$ cat src/rtl/dcache_pkg.sv
// Shared DRAM-cache types: geometry, fill request and tag metadata layouts,
// and the fill arbiter state encoding.
package dcache_pkg;

  localparam int ADDR_WIDTH   = 64;
  localparam int DATA_WIDTH   = 512;
  localparam int ID_WIDTH     = 4;
  localparam int INDEX_WIDTH  = 10;
  localparam int OFFSET_WIDTH = 6;
  localparam int TAG_WIDTH    = ADDR_WIDTH - INDEX_WIDTH - OFFSET_WIDTH;
  localparam int BLANK_WIDTH  = 14;
  localparam int TAG_SIZE     = 2 + TAG_WIDTH + BLANK_WIDTH;
  localparam int SET_WIDTH    = INDEX_WIDTH + OFFSET_WIDTH;

  typedef enum logic {
    SRC_W = 1'b0,
    SRC_R = 1'b1
  } fill_src_e;

  typedef struct packed {
    logic [ADDR_WIDTH-1:0] addr;
    logic [DATA_WIDTH-1:0] data;
  } fill_req_t;

  typedef struct packed {
    logic                   valid;
    logic                   dirty;
    logic [TAG_WIDTH-1:0]   tag;
    logic [BLANK_WIDTH-1:0] blank;
  } tag_meta_t;

  typedef enum logic {
    S_IDLE = 1'b0,
    S_SEND = 1'b1
  } arb_state_e;

  function automatic logic [TAG_WIDTH-1:0] addr_tag(input logic [ADDR_WIDTH-1:0] addr);
    return TAG_WIDTH'(addr >> SET_WIDTH);
  endfunction

  // The DRAM cache is addressed by set only; the tag travels in the metadata word.
  function automatic logic [ADDR_WIDTH-1:0] set_addr(input logic [ADDR_WIDTH-1:0] addr);
    return addr & ~{{TAG_WIDTH{1'b1}}, {SET_WIDTH{1'b0}}};
  endfunction

endpackage

$ cat src/rtl/fill_rr_arb.sv
// Two-input round-robin arbiter; priority flips only after a contended grant.
module fill_rr_arb
  import dcache_pkg::*;
(
  input  logic       clk,
  input  logic       rst_n,
  input  logic [1:0] req,
  input  logic       en,
  output logic [1:0] gnt
);

  fill_src_e rr;

  // NOTE: every signal driven from always_comb gets a default first, so no path
  // leaves it unassigned and no latch is inferred.
  always_comb begin
    gnt = 2'b00;
    if (en) begin
      if (req == 2'b11) gnt = (rr == SRC_W) ? 2'b01 : 2'b10;
      else              gnt = req;
    end
  end

  // NOTE: sequential state uses non-blocking assignments so every flop samples
  // pre-edge values regardless of statement order.
  always_ff @(posedge clk or negedge rst_n) begin
    if (!rst_n)                     rr <= SRC_W;
    else if (en && (req == 2'b11)) rr <= (rr == SRC_W) ? SRC_R : SRC_W;
  end

endmodule

$ cat src/rtl/fill_arbiter.sv
// Arbitrates write fills (port W) and read refills (port R) onto one AXI AW+W
// beat to the DRAM-cache controller, with a credit limit on outstanding B.
module fill_arbiter
  import dcache_pkg::*;
#(
  parameter logic [ID_WIDTH-1:0] AW_ID     = '0,
  parameter int unsigned         MAX_OUTST = 4
) (
  input  logic                           clk,
  input  logic                           rst_n,
  input  logic                           wr_valid_i,
  output logic                           wr_ready_o,
  input  logic [ADDR_WIDTH+DATA_WIDTH-1:0] wr_data_i,
  input  logic                           rf_valid_i,
  output logic                           rf_ready_o,
  input  logic [ADDR_WIDTH+DATA_WIDTH-1:0] rf_data_i,
  output logic [ID_WIDTH-1:0]            awid_o,
  output logic [ADDR_WIDTH-1:0]          awaddr_o,
  output logic                           awvalid_o,
  input  logic                           awready_i,
  output logic [TAG_SIZE+DATA_WIDTH-1:0] wdata_o,
  output logic                           wlast_o,
  output logic                           wvalid_o,
  input  logic                           wready_i,
  input  logic                           bvalid_i,
  input  logic [1:0]                     bresp_i,
  output logic                           bready_o,
  output logic                           err_o,
  output logic                           idle_o
);

  localparam int CW = $clog2(MAX_OUTST + 1);

  arb_state_e    state, state_nxt;
  fill_req_t     req_q;
  tag_meta_t     meta;
  logic          dirty_q, aw_done, w_done, bready_q, err_q;
  logic [CW-1:0] outst;
  logic [1:0]    gnt;
  logic          grant_en, accept, fill_done, b_hs, outst_inc, outst_dec;

  assign grant_en = (state == S_IDLE) && (outst < CW'(MAX_OUTST));
  assign accept   = |gnt;

  fill_rr_arb u_rr_arb (
    .clk   (clk),
    .rst_n (rst_n),
    .req   ({rf_valid_i, wr_valid_i}),
    .en    (grant_en),
    .gnt   (gnt)
  );

  assign wr_ready_o = gnt[SRC_W];
  assign rf_ready_o = gnt[SRC_R];

  // A side already done counts as complete; AW and W may finish in any order.
  assign fill_done = (state == S_SEND) && (aw_done || awready_i) && (w_done || wready_i);
  assign b_hs      = bvalid_i && bready_q;
  assign outst_inc = fill_done;
  assign outst_dec = b_hs && (outst != '0);

  always_comb begin
    state_nxt = state;
    awvalid_o = 1'b0;
    wvalid_o  = 1'b0;
    case (state)
      S_IDLE: if (accept) state_nxt = S_SEND;
      S_SEND: begin
        awvalid_o = !aw_done;
        wvalid_o  = !w_done;
        if (fill_done) state_nxt = S_IDLE;
      end
    endcase
  end

  always_ff @(posedge clk or negedge rst_n) begin
    if (!rst_n) begin
      state    <= S_IDLE;
      aw_done  <= 1'b0;
      w_done   <= 1'b0;
      outst    <= '0;
      err_q    <= 1'b0;
      bready_q <= 1'b0;
    end else begin
      state    <= state_nxt;
      bready_q <= 1'b1;
      if (fill_done) begin
        aw_done <= 1'b0;
        w_done  <= 1'b0;
      end else if (state == S_SEND) begin
        aw_done <= aw_done || awready_i;
        w_done  <= w_done || wready_i;
      end
      if (outst_inc != outst_dec) outst <= outst_inc ? outst + 1'b1 : outst - 1'b1;
      if (b_hs && (bresp_i != 2'b00)) err_q <= 1'b1;
    end
  end

  // NOTE: the wide line register is reset as well, so the AW/W buses never
  // carry X even before the first fill.
  always_ff @(posedge clk or negedge rst_n) begin
    if (!rst_n) begin
      req_q   <= '0;
      dirty_q <= 1'b0;
    end else if (accept) begin
      req_q   <= gnt[SRC_W] ? fill_req_t'(wr_data_i) : fill_req_t'(rf_data_i);
      dirty_q <= gnt[SRC_W];
    end
  end

  assign meta = '{valid: 1'b1, dirty: dirty_q, tag: addr_tag(req_q.addr), blank: '0};

  assign awid_o   = AW_ID;
  assign awaddr_o = set_addr(req_q.addr);
  assign wdata_o  = {meta, req_q.data};
  assign wlast_o  = wvalid_o;
  assign bready_o = bready_q;
  assign err_o    = err_q;
  assign idle_o   = (state == S_IDLE) && (outst == '0);

endmodule

$ cat config.mk
export PLATFORM = sky130hd
export DESIGN_NAME = fill_arbiter
export DESIGN_NICKNAME = d
export VERILOG_FILES = /design/src/rtl/dcache_pkg.sv /design/src/rtl/fill_rr_arb.sv /design/src/rtl/fill_arbiter.sv
export SDC_FILE = /design/constraint.sdc
export NUM_CORES = 1
export LEC_CHECK = 0
export BUFFER_PORTS_ARGS = -buffer_cell sky130_fd_sc_hd__buf_2
export CAP_MARGIN = 20
export CORE_AREA = 2 2 710 712
export CTS_CLUSTER_DIAMETER = 30
export CTS_CLUSTER_SIZE = 12
export DETAILED_ROUTE_END_ITERATION = 16
export DIE_AREA = 0 0 712 714
export PLACE_DENSITY_LB_ADDON = 0.15
export REMOVE_ABC_BUFFERS = 1
export SLEW_MARGIN = 20
export SYNTH_ARGS = -nofsm -noshare
export SYNTH_HDL_FRONTEND = slang
export SYNTH_SLANG_ARGS = --single-unit
$ cat constraint.sdc
create_clock -name clk -period 1.7 [get_ports clk]
set_input_delay 0.34 -clock clk [delete_from_list [all_inputs] [get_ports clk]]
set_output_delay 0.34 -clock clk [all_outputs]
set_load 0.02 [all_outputs]
==> flow_summary.json, run 1 <==
{
  "synth.distinct_cells": 31,
  "finalSetupTns_ns": -251.15,
  "worst_ir_drop_vdd_mv": 0.709,
  "synth_area_per_cell_um2": 8.25,
  "finalCritPeriodShare": 1.39,
  "h-tree-depth": 5,
  "synth_cells": 3267,
  "holdWs_ns": 0.131,
  "violations": "setup timing",
  "critPathRequiredTime_ns": 1.36,
  "nFillCells": 58100,
  "die_w_um": 712,
  "hold_path_class": "input pin to flop",
  "seq_area_mm2": 0.0147,
  "remaining_drc_errors": 0,
  "outcome": "finished with violations",
  "grt_first_pass_wirelength_um": 435000,
  "dp_hpwl_um": 302000,
  "insertion_delay_ns": 0.87,
  "dieArea_mm2": 0.508,
  "fin_skew_ns": 0.0662,
  "vias": 39400,
  "core.rowCount": 260,
  "period_needed_ns": 2.36,
  "dr.pass1.iters": 5,
  "io_buffers": 1745,
  "crit_fanout": 2,
  "coreArea_mm2": 0.500,
  "multiInputGateArea_mm2": 0.0107,
  "ant_nets": 0,
  "antenna_found_initial": 323,
  "critPathCaptureType": "output port",
  "grt_usage": 0.130,
  "gp_congestion": 0.919,
  "rsz0062_at_grt": "yes",
  "start_util": 0.0538,
  "clkSlewWorstSetupHoldPaths_ns": 0.03,
  "critPathArrivalTime_ns": 2.02,
  "wl_per_cell_um": 25.5,
  "final_cell_count_no_fill": 13500,
  "synth_seq_area_share": 0.544,
  "viasPerCell": 2.91,
  "slew_violations": 0,
  "final_nets": 7699,
  "clock_sinks": 586,
  "layout_common_cells": "1,708 x buf_2, 1,161 x dlygate4sd3_1, 1,153 x nand2_1, 583 x dfrtp_1, 581 x nor2_1",
  "critical_path_class": "flop to output port",
  "power-per-cell-area_mw_per_mm2": 1830,
  "clock_path_buffers": 4,
  "cp-start-kind": "flop",
  "cts_inserted_buffers": 264,
  "grt_max_degree": 56,
  "leakagePower_uw": 0.0290,
  "async_flop_share": 1.00,
  "die_height_um": 714,
  "ys_warn_count": 0,
  "ctsRootBufferMaster": "clkbuf_16",
  "ys_ff_latch": 586,
  "area_delta_synth_final_pct": 149,
  "overflow": 0,
  "layout_commonest_cell": "buf_2",
  "cts_tree": "built",
  "max-cap-violations": 0,
  "ys.flop_type": "dfrtp_1",
  "max_slew_margin": 0.545,
  "finalHoldViolations": 0,
  "timing.fmax_ghz": 0.425,
  "drive_above_1_share": 0.371,
  "routed_wl_um": 345000,
  "worstMarginPinSlew_ns": 0.681,
  "syn-cell-area_mm2": 0.0269,
  "first_global_vias": 41200,
  "final-setup-viol-count": 1136,
  "synth-edff-count": 0,
  "drt_iter0_markers": 2123,
  "num_io_pins": 1813,
  "placedCellCount": 11800,
  "setup_slack_ns": -0.655
}
==> registers in the layout, indices dropped and copies added (netlist names) <==
name and flops:
wdata_o 560, awaddr_o 16, outst 3, aw_done 1, bready_o 1, dirty_q 1
err_o 1, state 1, u_rr_arb.rr 1, w_done 1
==> logic make-up (layout without fill, tap and decap cells) <==
logic type | after synthesis | count (layout) | synth area share
AO/OA/AOI/OAI | 596 | 596 | 0.139
buffers and inverters | 329 | 3720 | 0.0695
other | 2 | 190 | 0.000279
AND/OR/NAND/NOR | 1750 | 1750 | 0.245
adder cells (fa/ha/maj) | 1 | 1 | 0.000464
flip-flops | 586 | 586 | 0.544
XOR/XNOR | 3 | 3 | 0.000976
==> final timing paths <==
path	from	to	slack, ns	cells past startpoint
min	wr_valid_i	dirty_q$_DFFE_PN0P_	0.13	4
max in group asynchronous	rst_n	wdata_o[404]$_DFFE_PN0P_	0.74	4
min in group asynchronous	rst_n	wdata_o[88]$_DFFE_PN0P_	0.20	3
min reg2reg	err_o$_DFFE_PN0P_	err_o$_DFFE_PN0P_	0.48	1
max	state$_DFF_PN0_	wr_ready_o	-0.66	6
max reg2reg	state$_DFF_PN0_	wdata_o[410]$_DFFE_PN0P_	-0.53	9
==> synthesized netlist by cell type, types with 2 or more instances <==
cell type	instances	share of area
nand3_1	3	0.00056
conb_1	2	0.00028
a31oi_1	577	0.13
clkbuf_1	9	0.0013
nand2_1	1157	0.16
nor2b_1	2	0.00046
dfrtp_1	586	0.54
buf_2	225	0.042
o21ai_0	3	0.00056
inv_1	2	0.00028
nor2_1	581	0.081
xnor2_1	3	0.00098
o21a_1	3	0.00084
buf_6	3	0.0013
nor4_1	2	0.00046
a21oi_1	5	0.00093
buf_4	89	0.025
a21o_1	2	0.00056
==> area by class of cell <==
cell class / instances / share of cell area
Sequential cell: 586 / 0.219
Antenna cell: 122 / 0.00455
Multi-Input combinational cell: 2418 / 0.160
Inverter: 3 / 0.000280
Tap cell: 6681 / 0.125
Timing Repair Buffer: 3264 / 0.365
Clock inverter: 26 / 0.00630
Clock buffer: 427 / 0.121
==> stage by stage <==
step	setup slack, ns	area, um^2	power [uW]	util
floorplan	-18.30	25300	28300	-
global placement	-0.373	45700	73100	0.0914
detailed placement	-0.414	45700	73300	0.0914
CTS	-0.779	66700	125000	0.133
global route	-0.765	66900	129000	0.134
finish	-0.655	67100	123000	0.134
==> where the power goes <==
| group | total, uW | switching [uW] | leakage (uW) | internal (uW) |
|---|---|---|---|---|
| combinational | 51600 | 33600 | 0.0183 | 18000 |
| sequential | 25300 | 4200 | 0.00647 | 21100 |
| clock | 45600 | 13500 | 0.00419 | 32200 |
| total | 123000 | 51300 | 0.0290 | 71300 |
==> critical path: stages, from the launching register on <==
cell	delay, ns
dfrtp_1	0.40
nor2_4	0.22
nand3_4	0.14
inv_8	0.09
buf_16	0.10
buf_12	0.10
buf_8	0.10
==> what timing repair did <==
| action | in CTS | in global routing |
|---|---|---|
| buffers inserted | 24 | 3 |
| hold buffers | 1161 | 0 |
| pin swaps | 3 | 21 |
| setup endpoints to repair | 1160 | 1163 |
| endpoints found under the hold margin | 1143 | 0 |
| resized for setup | 132 | 23 |
| cloned | 4 | 0 |
==> layer usage <==
metal,vias to the layer above,GRT usage,part of all wire,routed length [um]
met3,712,0.0437,0.082,28400
met5,-,0,0.0031,1060
li1,17600,-,-,-
met2,1921,0.214,0.46,158000
met1,19000,0.162,0.42,146000
met4,160,0.0359,0.034,11800
Power figures use the tool's default switching activity.
==> inputs of run 2 (changes only) <==
--- a/config.mk
+++ b/config.mk
@@ -12,7 +12,7 @@
 export CTS_CLUSTER_SIZE = 12
 export DETAILED_ROUTE_END_ITERATION = 16
 export DIE_AREA = 0 0 712 714
-export PLACE_DENSITY_LB_ADDON = 0.15
+export PLACE_DENSITY_LB_ADDON = 0.05
 export REMOVE_ABC_BUFFERS = 1
 export SLEW_MARGIN = 20
 export SYNTH_ARGS = -nofsm -noshare
==> flow_summary.json, run 2 (synthesis gave the netlist of run 1 again) <==
{
  "clock_sinks": 586,
  "hold_start": "wr_valid_i",
  "min_to": "dirty_q$_DFFE_PN0P_",
  "critPathArrivalTime_ns": 2.11,
  "critical_path_class": "flop to output port",
  "layout_commonest_cell": "buf_2",
  "vias": 38800,
  "remaining_drc_errors": 0,
  "routed_wl_um": 331000,
  "largest_reg_flops": 560,
  "reg2reg_depth": 12,
  "hold_path_class": "input pin to flop",
  "dr.pass1.iters": 5,
  "final-setup-viol-count": 1163,
  "power-per-cell-area_mw_per_mm2": 1910,
  "antenna_found_initial": 259,
  "critPathRequiredTime_ns": 1.36,
  "die_w_um": 712,
  "rsz0062_at_grt": "yes",
  "fin_skew_ns": 0.0409,
  "finalCritPeriodShare": 1.44,
  "io_buffers": 1745,
  "clkSlewWorstSetupHoldPaths_ns": 0.04,
  "cp-start-kind": "flop",
  "nFillCells": 57700,
  "clock_path_buffers": 4,
  "grt_max_degree": 70,
  "reg2reg_from": "outst[2]$_DFFE_PN0P_",
  "grt_first_pass_wirelength_um": 420000,
  "outcome": "finished with violations",
  "final_nets": 7849,
  "worstMarginPinSlew_ns": 0.653,
  "max_slew_margin": 0.563,
  "insertion_delay_ns": 0.90,
  "wl_per_cell_um": 24.3,
  "violations": "setup timing",
  "first_global_vias": 42400,
  "dieArea_mm2": 0.508,
  "max-cap-violations": 0,
  "worst_ir_drop_vdd_mv": 0.767,
  "ctsRootBufferMaster": "clkbuf_16",
  "setup_slack_ns": -0.752,
  "layout_common_cells": "1,316 x buf_2, 1,162 x dlygate4sd3_1, 1,096 x nand2_1, 581 x nor2_1, 565 x a31oi_1",
  "ant_nets": 0,
  "cts_tree": "built",
  "drt_iter0_markers": 1551,
  "worstReg2RegEnd": "wdata_o[571]$_DFFE_PN0P_",
  "area_delta_synth_final_pct": 171,
  "period_needed_ns": 2.45,
  "core.rowCount": 260,
  "slew_violations": 0,
  "grt_usage": 0.124,
  "overflow": 0,
  "cts_inserted_buffers": 338,
  "start_util": 0.0538,
  "viasPerCell": 2.85,
  "gp_congestion": 0.790,
  "crit_fanout": 2,
  "ff2ff_setup_slack_ns": -0.45,
  "coreArea_mm2": 0.500,
  "timing.fmax_ghz": 0.408,
  "holdBufCountCts": 1162,
  "critPathCaptureType": "output port",
  "finalHoldViolations": 0,
  "h-tree-depth": 5,
  "finalSetupTns_ns": -203.77,
  "num_io_pins": 1813,
  "die_height_um": 714,
  "drive_above_1_share": 0.391,
  "dp_hpwl_um": 271000,
  "post-place-ws_ns": -0.344,
  "min_path_cells": 5,
  "leakagePower_uw": 0.0315
}
## run 2: worst max-delay path, cell delays in order, from the launching register on
cell,delay (ns)
dfrtp_1,0.40
nor2_4,0.15
nand3_4,0.13
inv_8,0.09
buf_16,0.14
buf_16,0.15
buf_8,0.12
## run 2: where the power goes
group / internal [uW] / switching, uW
Sequential: 21200 / 5400
Clock: 37100 / 15600
Combinational: 25800 / 34000
Total: 84100 / 55000
## run 2: timing repair
item,in CTS,in global routing
gates resized for setup,972,124
setup buffers,93,37
setup endpoints to repair,1150,1165
gates cloned,7,26
hold endpoints to repair,1169,1
pin swaps,6,121
## run 2: metal layers
layer / vias up / track usage / share of wire
met3: 696 / 0.0409 / 0.071
met2: 1777 / 0.218 / 0.49
li1: 17800 / - / -
met1: 18500 / 0.140 / 0.40
met4: 60 / 0.0410 / 0.037
met5: - / 0.00236 / 0.0016
## run 2: per-stage QoR
stage | hold WS [ns] | util | area, um^2 | cells | power (uW)
CTS | -0.0910 | 0.142 | 71100 | 13500 | 141000
finish | 0.0491 | 0.146 | 72900 | 13600 | 139000
floorplan | 0.0444 | - | 25300 | 3007 | 28300
detailed placement | 0.425 | 0.0910 | 45500 | 11700 | 73700
global placement | 0.431 | 0.0910 | 45500 | 11700 | 73900
global route | -0.0239 | 0.145 | 72800 | 13600 | 147000
## run 2: worst max-delay path by stage
stage                    startpoint                        to  slack (ns)  cells after the start
2_1_floorplan       state$_DFF_PN0_   awaddr_o[0]$_DFFE_PN0P_      -18.30                      3
3_3_place_gp             rf_valid_i  wdata_o[338]$_DFFE_PN0P_       -0.36                     10
3_5_place_dp             rf_valid_i   wdata_o[79]$_DFFE_PN0P_       -0.34                     10
4_1_cts        outst[2]$_DFFE_PN0P_                wr_ready_o       -0.94                      6
5_1_grt        outst[2]$_DFFE_PN0P_                wr_ready_o       -0.92                      6
6_report       outst[2]$_DFFE_PN0P_                wr_ready_o       -0.75                      6
## run 2: final cells by class
cell class | instances | area [um^2] | share of cell area
Clock buffer | 483 | 9390 | 0.129
Sequential cell | 586 | 14700 | 0.202
Multi-Input combinational cell | 2418 | 11100 | 0.152
Antenna cell | 75 | 188 | 0.00258
Timing Repair Buffer | 3340 | 28600 | 0.392
Inverter | 3 | 18.8 | 0.000258
Clock inverter | 24 | 548 | 0.00752
Tap cell | 6681 | 8360 | 0.115
